$ cat src/rtl/spi_shift_port.sv
// SPI slave shift port: oversampled sck/sdi/cs_n, MSB-first shift with daisy-chain sdo, frame capture on release.
// Optional open-drain ready output ready_n_ts_out is enabled by defining SPI_SHIFT_PORT_READY_TS_EN.
module spi_shift_port #(
  parameter int WIDTH       = 32,
  parameter int SYNC_STAGES = 3,
  parameter int SAMPLE_EDGE = 0
) (
  input  logic                       clk_in,
  input  logic                       reset_in,
  input  logic                       sck_in,
  input  logic                       sdi_in,
  input  logic                       cs_n_in,
  output logic                       sdo_out,
  input  logic                       load_in,
  input  logic [WIDTH-1:0]           load_data_in,
  output logic [WIDTH-1:0]           data_out,
  output logic                       frame_valid_out,
  output logic                       short_frame_out,
  output logic [$clog2(WIDTH+1)-1:0] bit_count_out
`ifdef SPI_SHIFT_PORT_READY_TS_EN
  ,
  output logic                       ready_n_ts_out
`endif
);
  localparam int            CW   = $clog2(WIDTH+1);
  localparam logic [CW-1:0] FULL = CW'(WIDTH);

  logic [SYNC_STAGES-1:0] sck_sync_p0;
  logic [SYNC_STAGES-2:0] sdi_sync_p0;
  logic [SYNC_STAGES-2:0] cs_sync_p0;
  logic                   cs_prev_p1;
  logic [WIDTH-1:0]       shreg_p1;
  logic [CW-1:0]          bit_count_p1;

  logic sck_old, sck_new, cs_now, sdi_now;
  logic edge_active, shift_en, frame_start, frame_end;

  always_comb begin
    sck_old     = sck_sync_p0[SYNC_STAGES-1];
    sck_new     = sck_sync_p0[SYNC_STAGES-2];
    cs_now      = cs_sync_p0[SYNC_STAGES-2];
    sdi_now     = sdi_sync_p0[SYNC_STAGES-2];
    edge_active = (SAMPLE_EDGE == 0) ? (!sck_old && sck_new) : (sck_old && !sck_new);
    shift_en    = edge_active && !cs_now;
    frame_start = cs_prev_p1 && !cs_now;
    frame_end   = !cs_prev_p1 && cs_now;
  end

  // Stage p0: synchronisers; sdi/cs_n are one flop shorter so they line up with the "new" sck tap
  always_ff @(posedge clk_in) begin
    if (reset_in) begin
      sck_sync_p0 <= '0;
      sdi_sync_p0 <= '0;
      cs_sync_p0  <= '1;
    end else begin
      sck_sync_p0    <= {sck_sync_p0[SYNC_STAGES-2:0], sck_in};
      sdi_sync_p0[0] <= sdi_in;
      cs_sync_p0[0]  <= cs_n_in;
      for (int i = 1; i < SYNC_STAGES-1; i++) begin
        sdi_sync_p0[i] <= sdi_sync_p0[i-1];
        cs_sync_p0[i]  <= cs_sync_p0[i-1];
      end
    end
  end

  // Stage p1: shift register, bit counter and frame capture
  always_ff @(posedge clk_in) begin
    if (reset_in) begin
      cs_prev_p1      <= 1'b1;
      shreg_p1        <= '0;
      bit_count_p1    <= '0;
      data_out        <= '0;
      frame_valid_out <= 1'b0;
      short_frame_out <= 1'b0;
    end else begin
      cs_prev_p1      <= cs_now;
      frame_valid_out <= 1'b0;
      short_frame_out <= 1'b0;

      if (shift_en) begin
        shreg_p1 <= {shreg_p1[WIDTH-2:0], sdi_now};
      end else if (cs_now && load_in) begin
        shreg_p1 <= load_data_in;
      end

      // Capture reads the pre-load shreg, so a load in the release cycle does not corrupt data_out
      if (frame_end) begin
        bit_count_p1 <= '0;
        if (bit_count_p1 == FULL) begin
          data_out        <= shreg_p1;
          frame_valid_out <= 1'b1;
        end else if (bit_count_p1 != '0) begin
          short_frame_out <= 1'b1;
        end
      end else if (frame_start) begin
        bit_count_p1 <= shift_en ? CW'(1) : '0;
      end else if (shift_en && (bit_count_p1 != FULL)) begin
        bit_count_p1 <= bit_count_p1 + CW'(1);
      end
    end
  end

  assign sdo_out       = shreg_p1[WIDTH-1];
  assign bit_count_out = bit_count_p1;

`ifdef SPI_SHIFT_PORT_READY_TS_EN
  assign ready_n_ts_out = data_out[WIDTH-1] ? 1'b0 : 1'bz;
`endif

endmodule

$ cat config.mk
export PLATFORM = sky130hd
export DESIGN_NAME = spi_shift_port
export DESIGN_NICKNAME = d
export VERILOG_FILES = /design/src/rtl/spi_shift_port.sv
export SDC_FILE = /design/constraint.sdc
export NUM_CORES = 1
export LEC_CHECK = 0
export ABC_AREA = 1
export CAP_MARGIN = 20
export CORE_MARGIN = 5
export CORE_UTILIZATION = 44
export CTS_CLUSTER_DIAMETER = 40
export CTS_CLUSTER_SIZE = 30
export DETAILED_ROUTE_END_ITERATION = 12
export PLACE_DENSITY = 0.86
export SLEW_MARGIN = 0
export SYNTH_ARGS = -nofsm -noshare
export SYNTH_HDL_FRONTEND = slang
export SYNTH_SLANG_ARGS = --single-unit
$ cat constraint.sdc
create_clock -name clk_in -period 1.3 [get_ports clk_in]
set_input_delay 0.13 -clock clk_in [delete_from_list [all_inputs] [get_ports clk_in]]
set_output_delay 0.13 -clock clk_in [all_outputs]
set_load 0.01 [all_outputs]
==> summary.txt <==
Die W - 94.9 um
largest net degree at the start of global routing - 34
CP Launch Point - bit_count_out[1]
Final #Nets - 542
slack of the critical path - -0.151 ns
layout cells sized above 1 - 23.1%
Pwr Total - 5.20 mW
synthesis-stage register bit count - 80
dominant cells by area after synthesis - dfxtp_1 (50%), nand2_1 (9.7%), nor2_1 (9.5%), a31oi_1 (6.3%), nand3_1 (6.2%)
Mean Syn Cell Area - 7.68 um^2
first-pass GRT wire length - 13.3 mm
Ant. Diodes - 0
synthesized area - 3170 um^2
Die Y - 94.9 um
Seq/Total Area, Yosys - 50.5%
WL/cell - 15.2 um
Via Count - 3176
Max-Cap Viols - 0
Slew @ Worst Pin - 0.301 ns
Hold WS - 0.214 ns
worst min path class - input port to flop
clk buf depth - 2
core area - 7140 um^2
Highest Clock Rate - 689 MHz
length of the first detailed-routing pass in iterations - 7
crit path DAT - 1.72 ns
CTS tree - built
post-layout min period - 1.45 ns
Clk pin slew, worst setup/hold paths - 0.08 ns
Synth Warn # - 0
Total GRT Usage - 18.9%
H-tree lvl count - 3
status - finished, violations left
1st-iter DRT viols - 249
kind of end point of the critical path - flop
syn_nets - 453
PwrDens - 1100 nW/um^2
ANT nets after route - 0
Synth cell types - 25
Critical Path Slowest Stage Cell - dfxtp_4
Final Setup Violations - 60
total CTS buffers - 9
hold_sp - reset_in
Worst Skew - 0.00783 ns
Final Max Tran Viols - 0
I/O Pins - 79
CTS root buf - clkbuf_8
Fin. Hold Viols - 0
area of the multi-input gates - 1580 um^2
drt via density - 5.24
dpl hpwl - 5.75 mm
Pleak - 2.16 nW
Critical Path Fanout Max - 21
P&R area growth vs syn - 48.8%
WL final - 9.18 mm
FF-to-FF Start - bit_count_out[1]
dominant cell type by area after synthesis - dfxtp_1
die area - 9010 um^2
Post-Syn Instances - 413
failing checks - setup timing
CP Data Required Time - 1.57 ns
placement-stage cell area - 4140 um^2
period utilization - 112%
Design Area, Final - 4720 um^2
crit path cell chain - inv_4 > ha_4 > inv_2 > nor2_4 > nand3_4 > nor2_8 > buf_12 > o21ai_0 > nor2_1
slew margin rel. - 79.8%
Sum Neg Setup Slack - -3.94 ns
antenna violations before repair - 0
starting density of the core - 44.4%
gpl congestion - 0.787
pre-CTS setup slack - -0.134 ns
CP Launch Type - flop
Clk Latency, worst-skew pair - 0.34 ns
IO buf count - 78
Fill cells - 593
critical path class - flop to flop
clk sinks - 80
Overflow after GRT - 0
CP max stage delay - 0.36 ns
Rows - 31
Post-route DRC - 0
worst ir drop on vdd - 0.612 mV
number of global-route vias before repair - 2819
RSZ-0062 raised after global routing - yes
Seq. cell area - 1620 um^2
Yosys top cell area share - 50.5%
[cell usage in the layout (no fill, tap or decap), drive strengths merged, types with 2 or more instances in the layout]
cell type / Yosys / final
a21oi: 4 / 4
ha: 2 / 2
clkdlybuf4s50: 0 / 36
inv: 21 / 19
clkinv: 0 / 4
bufinv: 0 / 3
clkbuf: 14 / 14
or2: 2 / 2
dfxtp: 80 / 80
nand3: 40 / 40
o21ai: 34 / 34
nand4: 2 / 2
dlygate4sd2: 0 / 40
nand2: 83 / 83
buf: 14 / 25
nor2: 83 / 83
a31oi: 32 / 32
[metrics by stage]
stage / utilization, % / instances
final: 66.1 / 606
after global routing: 66.1 / 606
after CTS: 60.9 / 600
after detailed placement: 57.9 / 583
after global placement: 57.9 / 583
after floorplan: - / 413
[worst paths after layout]
path	to	slack, ns	cells after the start
worst min register to register	cs_sync_p0[1]	0.41	1
worst max-delay path	data_out[10]	-0.15	9
worst min-delay path	bit_count_out[2]	0.21	4
worst max register to register	data_out[10]	-0.15	9
[cells in the mapped netlist]
library cell	instances
a31oi_1	32
ha_1	2
buf_2	1
inv_1	19
nand2_1	82
nand3_4	1
inv_4	1
o21ai_1	9
nor2_8	1
buf_1	1
or2_2	2
nand4_1	2
buf_6	6
o21ai_0	25
clkbuf_1	14
buf_4	6
nand2_2	1
inv_2	1
a211oi_1	1
a21oi_1	4
nor2_2	2
nand3b_1	1
nand3_1	39
dfxtp_1	80
nor2_1	80
[area by class of cell]
class | count | share of cell area [%]
well taps | 99 | 2.62
multi-input cells | 284 | 33.4
repair buffers | 106 | 22.6
clock inverters | 6 | 2.28
clock buffers | 10 | 2.70
flip-flops and latches | 80 | 34.2
inverters | 21 | 2.15
[cells by family (layout without fill, tap and decap cells)]
kind of cell             count (synthesis)  in the layout  synth area share [%]
AND/OR/NAND/NOR                        211            211                  28.1
flip-flops                              80             80                  50.5
AO/OA/AOI/OAI                           71             71                  12.5
buffers and inverters                   49            143                  8.05
adder cells (fa/ha/maj)                  2              2                 0.789
[report_power, final]
group	leakage, nW	switching (mW)	total (mW)	internal [mW]
clock	0.116	0.858	2.13	1.27
sequential	0.654	0.0717	2.59	2.52
combinational	1.39	0.233	0.488	0.255
total	2.16	1.16	5.20	4.04
[repair_timing]
action                     CTS  global route
buffers inserted             0             1
resized for setup           60            68
pin swaps                    2            11
gates cloned                 1             5
setup endpoints to repair  111            72
hold buffers                 0             0
[critical path: cells and delay by family, from the launching register on]
kind | cells | cell delay [ns]
AOI/OAI and AO/OA | 1 | 0.09
adders and majority gates | 1 | 0.12
buffers and inverters | 3 | 0.27
DFF | 1 | 0.36
and+or+nand+nor | 4 | 0.53
[flip-flops by register name, summed over array words and instances, names as in the netlist, 2 cells and up]
register / flops
sdi_sync_p0: 2
data_out: 32
shreg_p1: 32
cs_sync_p0: 2
sck_sync_p0: 3
bit_count_out: 6
[per-layer routing]
| layer | global-route usage (%) | vias to the layer above | routed length (um) |
|---|---|---|---|
| li1 | - | 1535 | - |
| met1 | 24.7 | 1454 | 3850 |
| met2 | 30.1 | 166 | 4460 |
| met3 | 3.19 | 21 | 651 |
| met4 | 9.13 | 0 | 223 |
| met5 | 0 | - | 0 |
Note: power is estimated with default switching activity, not from simulation.
